## config.mk

```make
export PLATFORM = sky130hd
export DESIGN_NAME = mem_access_ctrl
export DESIGN_NICKNAME = d
export VERILOG_FILES = /design/src/rtl/mem_access_ctrl.sv
export SDC_FILE = /design/constraint.sdc
export NUM_CORES = 1
export LEC_CHECK = 0
export ABC_AREA = 1
export ABC_CLOCK_PERIOD_IN_PS = 2800
export CORE_MARGIN = 5
export CORE_UTILIZATION = 63
export DETAILED_ROUTE_END_ITERATION = 16
export DONT_BUFFER_PORTS = 1
export PLACE_DENSITY = 0.87
export SYNTH_ARGS = -nofsm -noshare
export SYNTH_HDL_FRONTEND = slang
export SYNTH_SLANG_ARGS = --single-unit
```

## constraint.sdc

```tcl
create_clock -name clk -period 2.8 [get_ports clk]
set_input_delay 0.28 -clock clk [delete_from_list [all_inputs] [get_ports clk]]
set_output_delay 0.28 -clock clk [all_outputs]
set_load 0.03 [all_outputs]
```

## src/rtl/mem_access_ctrl.sv

```systemverilog
// Initiator for the data-memory strobe interface: sequences address setup,
// trigger pulse and recovery per request, and returns a valid/ready response.
module mem_access_ctrl #(
  parameter int ADDR_W       = 7,
  parameter int DATA_W       = 32,
  parameter int PULSE_CYCLES = 2,
  parameter int GAP_CYCLES   = 1
) (
  input  logic              clk,
  input  logic              rst_n,
  input  logic              req_valid,
  output logic              req_ready,
  input  logic              req_write,
  input  logic [ADDR_W+1:0] req_addr,
  input  logic [DATA_W-1:0] req_wdata,
  output logic              resp_valid,
  input  logic              resp_ready,
  output logic [DATA_W-1:0] resp_rdata,
  output logic              resp_err,
  output logic [ADDR_W-1:0] mem_readAddr,
  output logic [ADDR_W-1:0] mem_writeAddr,
  output logic [DATA_W-1:0] mem_writeData,
  output logic              mem_trigRead,
  output logic              mem_trigWrite,
  input  logic [DATA_W-1:0] mem_readData
);

  localparam logic [2:0] S_IDLE    = 3'd0;
  localparam logic [2:0] S_SETUP   = 3'd1;
  localparam logic [2:0] S_STROBE  = 3'd2;
  localparam logic [2:0] S_RECOVER = 3'd3;
  localparam logic [2:0] S_RESP    = 3'd4;

  localparam logic [3:0] PULSE_LAST = 4'(PULSE_CYCLES - 1);
  localparam logic [3:0] GAP_LAST   = 4'(GAP_CYCLES - 1);

  logic [2:0] state;
  logic [3:0] cnt;
  logic       is_write;

  // NOTE: every registered signal uses non-blocking assignment so all updates
  // in this block see the pre-edge values, independent of statement order.
  always_ff @(posedge clk or negedge rst_n) begin
    if (!rst_n) begin
      state         <= S_IDLE;
      cnt           <= '0;
      is_write      <= 1'b0;
      req_ready     <= 1'b1;
      resp_valid    <= 1'b0;
      resp_err      <= 1'b0;
      resp_rdata    <= '0;
      mem_readAddr  <= '0;
      mem_writeAddr <= '0;
      mem_writeData <= '0;
      mem_trigRead  <= 1'b0;
      mem_trigWrite <= 1'b0;
    end else begin
      case (state)
        S_IDLE: begin
          if (req_valid) begin
            is_write   <= req_write;
            req_ready  <= 1'b0;
            resp_rdata <= '0;
            if (req_addr[1:0] != 2'b00) begin
              // Misaligned: answer immediately, memory is never touched.
              state      <= S_RESP;
              resp_valid <= 1'b1;
              resp_err   <= 1'b1;
            end else begin
              state <= S_SETUP;
              if (req_write) begin
                mem_writeAddr <= req_addr[ADDR_W+1:2];
                mem_writeData <= req_wdata;
              end else begin
                mem_readAddr <= req_addr[ADDR_W+1:2];
              end
            end
          end
        end

        S_SETUP: begin
          state <= S_STROBE;
          cnt   <= '0;
          if (is_write) mem_trigWrite <= 1'b1;
          else          mem_trigRead  <= 1'b1;
        end

        S_STROBE: begin
          if (cnt == PULSE_LAST) begin
            // Memory has sampled on the rising edge; its data is stable here.
            mem_trigRead  <= 1'b0;
            mem_trigWrite <= 1'b0;
            if (!is_write) resp_rdata <= mem_readData;
            cnt   <= '0;
            state <= S_RECOVER;
          end else begin
            cnt <= cnt + 4'd1;
          end
        end

        S_RECOVER: begin
          if (cnt == GAP_LAST) begin
            state      <= S_RESP;
            resp_valid <= 1'b1;
          end else begin
            cnt <= cnt + 4'd1;
          end
        end

        S_RESP: begin
          if (resp_ready) begin
            resp_valid <= 1'b0;
            resp_err   <= 1'b0;
            req_ready  <= 1'b1;
            state      <= S_IDLE;
          end
        end

        default: state <= S_IDLE;
      endcase
    end
  end

endmodule

```

# Word level (Yosys, flattened, before mapping)
# Index checks and enable logic that the tools add are counted.
# word_totals
register_bits,91
out_inout_bits,83
in_bits,78
# classes
add_sub_neg,1
n_reduce_logical,19
n_bitwise,2
n_eq_ne,14
muxes,27
# op_table
op,count
32-bit two-way mux,3
32-bit one-hot mux with 2 select lines,1
4-bit AND reduction,5
"2-bit inequality test, second input constant",9
3-bit two-way mux,5
3-bit one-hot mux with 5 select lines,1
4-bit one-hot mux with 3 select lines,1
1-bit two-way mux,9
3-bit AND reduction,3
4-bit two-way mux,2
1-bit one-hot mux with 2 select lines,4
2-bit nonzero test,4
"3-bit by 2-bit equality test with 1-bit output, second input constant",2
3-bit nonzero test,2
5-bit AND reduction,1
"4-bit by 1-bit adder with 4-bit output, second input constant",1
"4-bit by 1-bit equality test with 1-bit output, second input constant",1
4-bit logical NOT,1
2-bit AND reduction,2
"3-bit by 1-bit equality test with 1-bit output, second input constant",1
"3-bit equality test, second input constant",1
3-bit logical NOT,1
1-bit one-hot mux with 3 select lines,1
1-bit inverter,2

# Depth between registers and ports, before layout
# logic_depth
word_depth,4
depth_mapped,9

# Worst setup path after synthesis
# Ideal clock, no wire load.
# synth_timing
path_kind,register -> register
startpoint,reg cnt[1]
endpoint,reg resp_rdata[0]
t_arrival_ns,1.295
path_buffers,1
stages_incl_launch_ff,9
slack_ns,1.387
required_ns,2.682
setup_ns,0.118
period_less_slack_ns,1.413
path_cell_list,dfrtp_1 > inv_1 > ha_1 > nand3_1 > o21ai_2 > nand2_1 > buf_2 > nand2_1 > nand2_1
# synth_via
elab_chain_len,3
# synth_lines
item,line,text
start: declaration,38,logic [3:0] cnt;
start signal: assignment,97,cnt <= cnt + 4'd1;
start signal: assignment,106,cnt <= cnt + 4'd1;
4-bit by 1-bit equality test with 1-bit output,89,if (cnt == PULSE_LAST) begin
2-bit inequality test (no source line),-,
4-bit AND reduction (no source line),-,
end signal: assignment,93,if (!is_write) resp_rdata <= mem_readData;
end: declaration,18,"output logic [DATA_W-1:0] resp_rdata,"
# Every way passes these cells.
# A chain may end at the register's enable or synchronous reset.

# Final worst setup path
# layout_timing
startpoint,reg state[0]
endpoint,reg mem_writeData[21]
# layout_via
elab_chain_len,2
# layout_lines
item,line,text
start: declaration,37,logic [2:0] state;
start signal: assignment,45,state <= S_IDLE;
start signal: assignment,66,state <= S_RESP;
start signal: assignment,70,state <= S_SETUP;
3-bit logical NOT,58,case (state)
4-bit AND reduction (no source line),-,
end signal: assignment,73,mem_writeData <= req_wdata;
end: declaration,22,"output logic [DATA_W-1:0] mem_writeData,"
# Every way passes these cells.

==> results.sh <==
export IMPL_syn_area_mm2=0.00404
export IMPL_routed_wl_um=8830
export IMPL_hold_viol=0
export IMPL_regArea_mm2=0.00228
export IMPL_cp_start_kind="flop"
export IMPL_core_area_mm2=0.00628
export IMPL_ys_types=27
export IMPL_yosys_area_top_type_share_pct=55.7
export IMPL_crit_buf_inv=1
export IMPL_via_per_inst=5.39
export IMPL_avgSynthCellArea_um2=8.60
export IMPL_yosys_register_bits=91
export IMPL_arrival_ns=2.12
export IMPL_synth_edf_count=0
export IMPL_cp_end_kind="flop"
export IMPL_multiInputGateArea_mm2=0.00141
export IMPL_cts_max_level=3
export IMPL_syn_to_final_growth_pct=6.50
export IMPL_cts_resized=0
export IMPL_cts_setup_buffers=0
export IMPL_fillers=477
export IMPL_seq_area_frac_synth_pct=56.4
export IMPL_cp_slowest_stage_delay_ns=0.53
export IMPL_num_antenna_cells=0
export IMPL_synthTopCellsByCount="nand2_1 (178), dfrtp_1 (90), inv_1 (61)"
export IMPL_drive_gt1_share_pct=6.14
export IMPL_placed_cells=531
export IMPL_globalplace_congestion=0.856
export IMPL_finalPower_w=0.00584
export IMPL_cts_sinks=91
export IMPL_worstSkewPairLatency_ns=0.36
export IMPL_dieArea_mm2=0.00811
export IMPL_skew_ns=0.0120
export IMPL_critPathTopFamily="buffers and inverters"
export IMPL_worstMarginPinSlew_ns=0.707
export IMPL_relSlewSlack_pct=52.6
export IMPL_initial_core_util_pct=64.4
export IMPL_num_nets_final=548
export IMPL_tritoncts="built"
export IMPL_synthArstFlopShare_pct=100
export IMPL_num_io_pins=161
export IMPL_worstPathRequired_ns=3.00
export IMPL_root_buffer="clkbuf_8"
export IMPL_slew_viol_final=0
export IMPL_crit_slowest_cell="buf_4"
export IMPL_grt_overflow=0
export IMPL_grt_use_total_pct=21.9
export IMPL_die_w_um=90.1
export IMPL_grt_max_degree=92
export IMPL_crit_type="flop to flop"
export IMPL_clkTransAtPathRegs_ns=0.08
export IMPL_numCtsBuffers=9
export IMPL_drt_iter0_markers=185
export IMPL_final_setup_viol_count=0
export IMPL_antenna_found_initial=0
export IMPL_die_h_um=90.1
export IMPL_crit_chain="nor2_4 -> nand2_2 -> nor3b_4 -> buf_4 -> o21ai_0"
export IMPL_power_density_mw_per_mm2=1360
export IMPL_stdcell_count=549
export IMPL_final_core_util_pct=68.5
export IMPL_hp_class="input port to flop"
export IMPL_drc_errors=0
export IMPL_grt_pass1_wl_um=14300
export IMPL_drt_first_pass_iters=5
export IMPL_maxCapViolations=0
export IMPL_power_leakage_nw=2.22
export IMPL_wire_per_inst_um=16.1
export IMPL_synth_area_leaders="dfrtp_1 (56%), nand2_1 (17%), nand3b_1 (5.9%), inv_1 (5.7%), o21ai_0 (3.7%)"
export IMPL_tns_ns=0
export IMPL_fin_crit_ns=1.92
export IMPL_clockBufferDepth=2
export IMPL_ys_flop_type="dfrtp_1"
export IMPL_portBuffers=0
export IMPL_synth_top_area_cell="dfrtp_1"
export IMPL_num_rows=29
export IMPL_synth_most_common_cell="nand2_1"
export IMPL_dp_hpwl_um=6390
export IMPL_status="completed"
export IMPL_final_antenna_net_count=0
export IMPL_grt_pass1_vias=2863
export IMPL_max_freq_ghz=0.521
export IMPL_post_route_period_util_pct=68.5
export IMPL_synthesis_instances=470
export IMPL_ir_drop_uv=766
export IMPL_via_count=2961
export IMPL_rsz0062_at_grt="no"
export IMPL_ys_warn_count=0
export IMPL_worstPathMaxFanout=78
export IMPL_syn_nets=551
-- stage by stage --
stage                     setup slack, ns  hold WS [ns]  cell area [um2]
after floorplan                      1.39       -0.0156             4040
after global placement               1.01       -0.0137             4050
after detailed placement            0.919       -0.0141             4050
after CTS                           0.902        0.0194             4300
after global routing                0.739        0.0188             4300
final                               0.881        0.0384             4300
-- per-layer routing --
layer / track usage, % / routed length (um) / up-vias
li1: - / - / 1456
met1: 25.0 / 3190 / 1375
met2: 38.7 / 4770 / 116
met3: 5.76 / 701 / 14
met4: 9.06 / 168 / 0
met5: 0 / 0 / -
-- worst paths after layout --
kind	startpoint	end	slack, ns	cells after the start
max reg2reg	state[0]	mem_writeData[21]	0.88	5
min in group asynchronous	rst_n	mem_readAddr[4]	0.45	2
min	req_addr[2]	mem_readAddr[0]	0.04	2
max in group asynchronous	rst_n	req_ready	1.94	2
min reg2reg	cnt[3]	cnt[3]	0.54	2
max	state[0]	mem_writeData[21]	0.88	5
-- power breakdown --
group	switching, W	total [W]	internal (W)
clock	0.000453	0.000960	0.000506
combinational	0.000852	0.00129	0.000437
sequential	0.00168	0.00359	0.00191
total	0.00298	0.00584	0.00286
-- what timing repair did --
action,4_1_cts,5_1_grt
endpoints found under the setup margin,0,0
hold buffers,2,0
endpoints found under the hold margin,91,0
-- cells by family after synthesis --
logic type	count (synthesis)	share of synthesized area (%)
AOI/OAI and AO/OA	56	7.25
DFF	91	56.4
xor gates and xnor gates	2	0.434
adders and majority gates	3	0.929
buffers and inverters	83	8.83
and+or+nand+nor	235	26.2
-- flip-flops by register name, summed over array words and instances, names as in the netlist --
signal and cells:
cnt 4, is_write 1, mem_readAddr 7, mem_trigRead 1, mem_trigWrite 1, mem_writeAddr 7
mem_writeData 32, req_ready 1, resp_err 1, resp_rdata 32, resp_valid 1, state 3
-- worst register-to-register path: cells and delay by family, from the launching register on --
family | cells | cell delay [ns]
buf+inv | 1 | 0.53
simple gates | 3 | 0.51
compound gates | 1 | 0.25
flops | 1 | 0.47
-- layout by cell type, fill, tap and decap left out --
cell             n
nand2_1        178
dfstp_2          1
o21ai_0         30
buf_4            5
dfrtp_1         90
a21oi_1          1
clkbuf_1         1
nand3b_1        32
nor2_4           1
xor2_1           2
nand4_1          2
nor3b_4          1
clkbuf_8         9
bufinv_16        2
o21ai_2          1
inv_1           61
buf_16           1
nand3_1         12
o22ai_1          1
nand2_2          1
nor2_1           5
o21bai_1         2
ha_1             3
inv_6            2
inv_2            1
nor2_2           1
o21ai_1         20
nor3_2           1
dlygate4sd3_1    1
o211ai_1         1
nor3_1           1
clkinv_2         2
-- area by class of cell --
type | instances | area share [%]
Inverter | 62 | 5.41
Tap cell | 77 | 2.24
Clock inverter | 6 | 2.04
Timing Repair Buffer | 7 | 1.74
Sequential cell | 91 | 53.0
Multi-Input combinational cell | 296 | 32.7
Clock buffer | 10 | 2.97
Note: power is estimated with default switching activity, not from simulation.
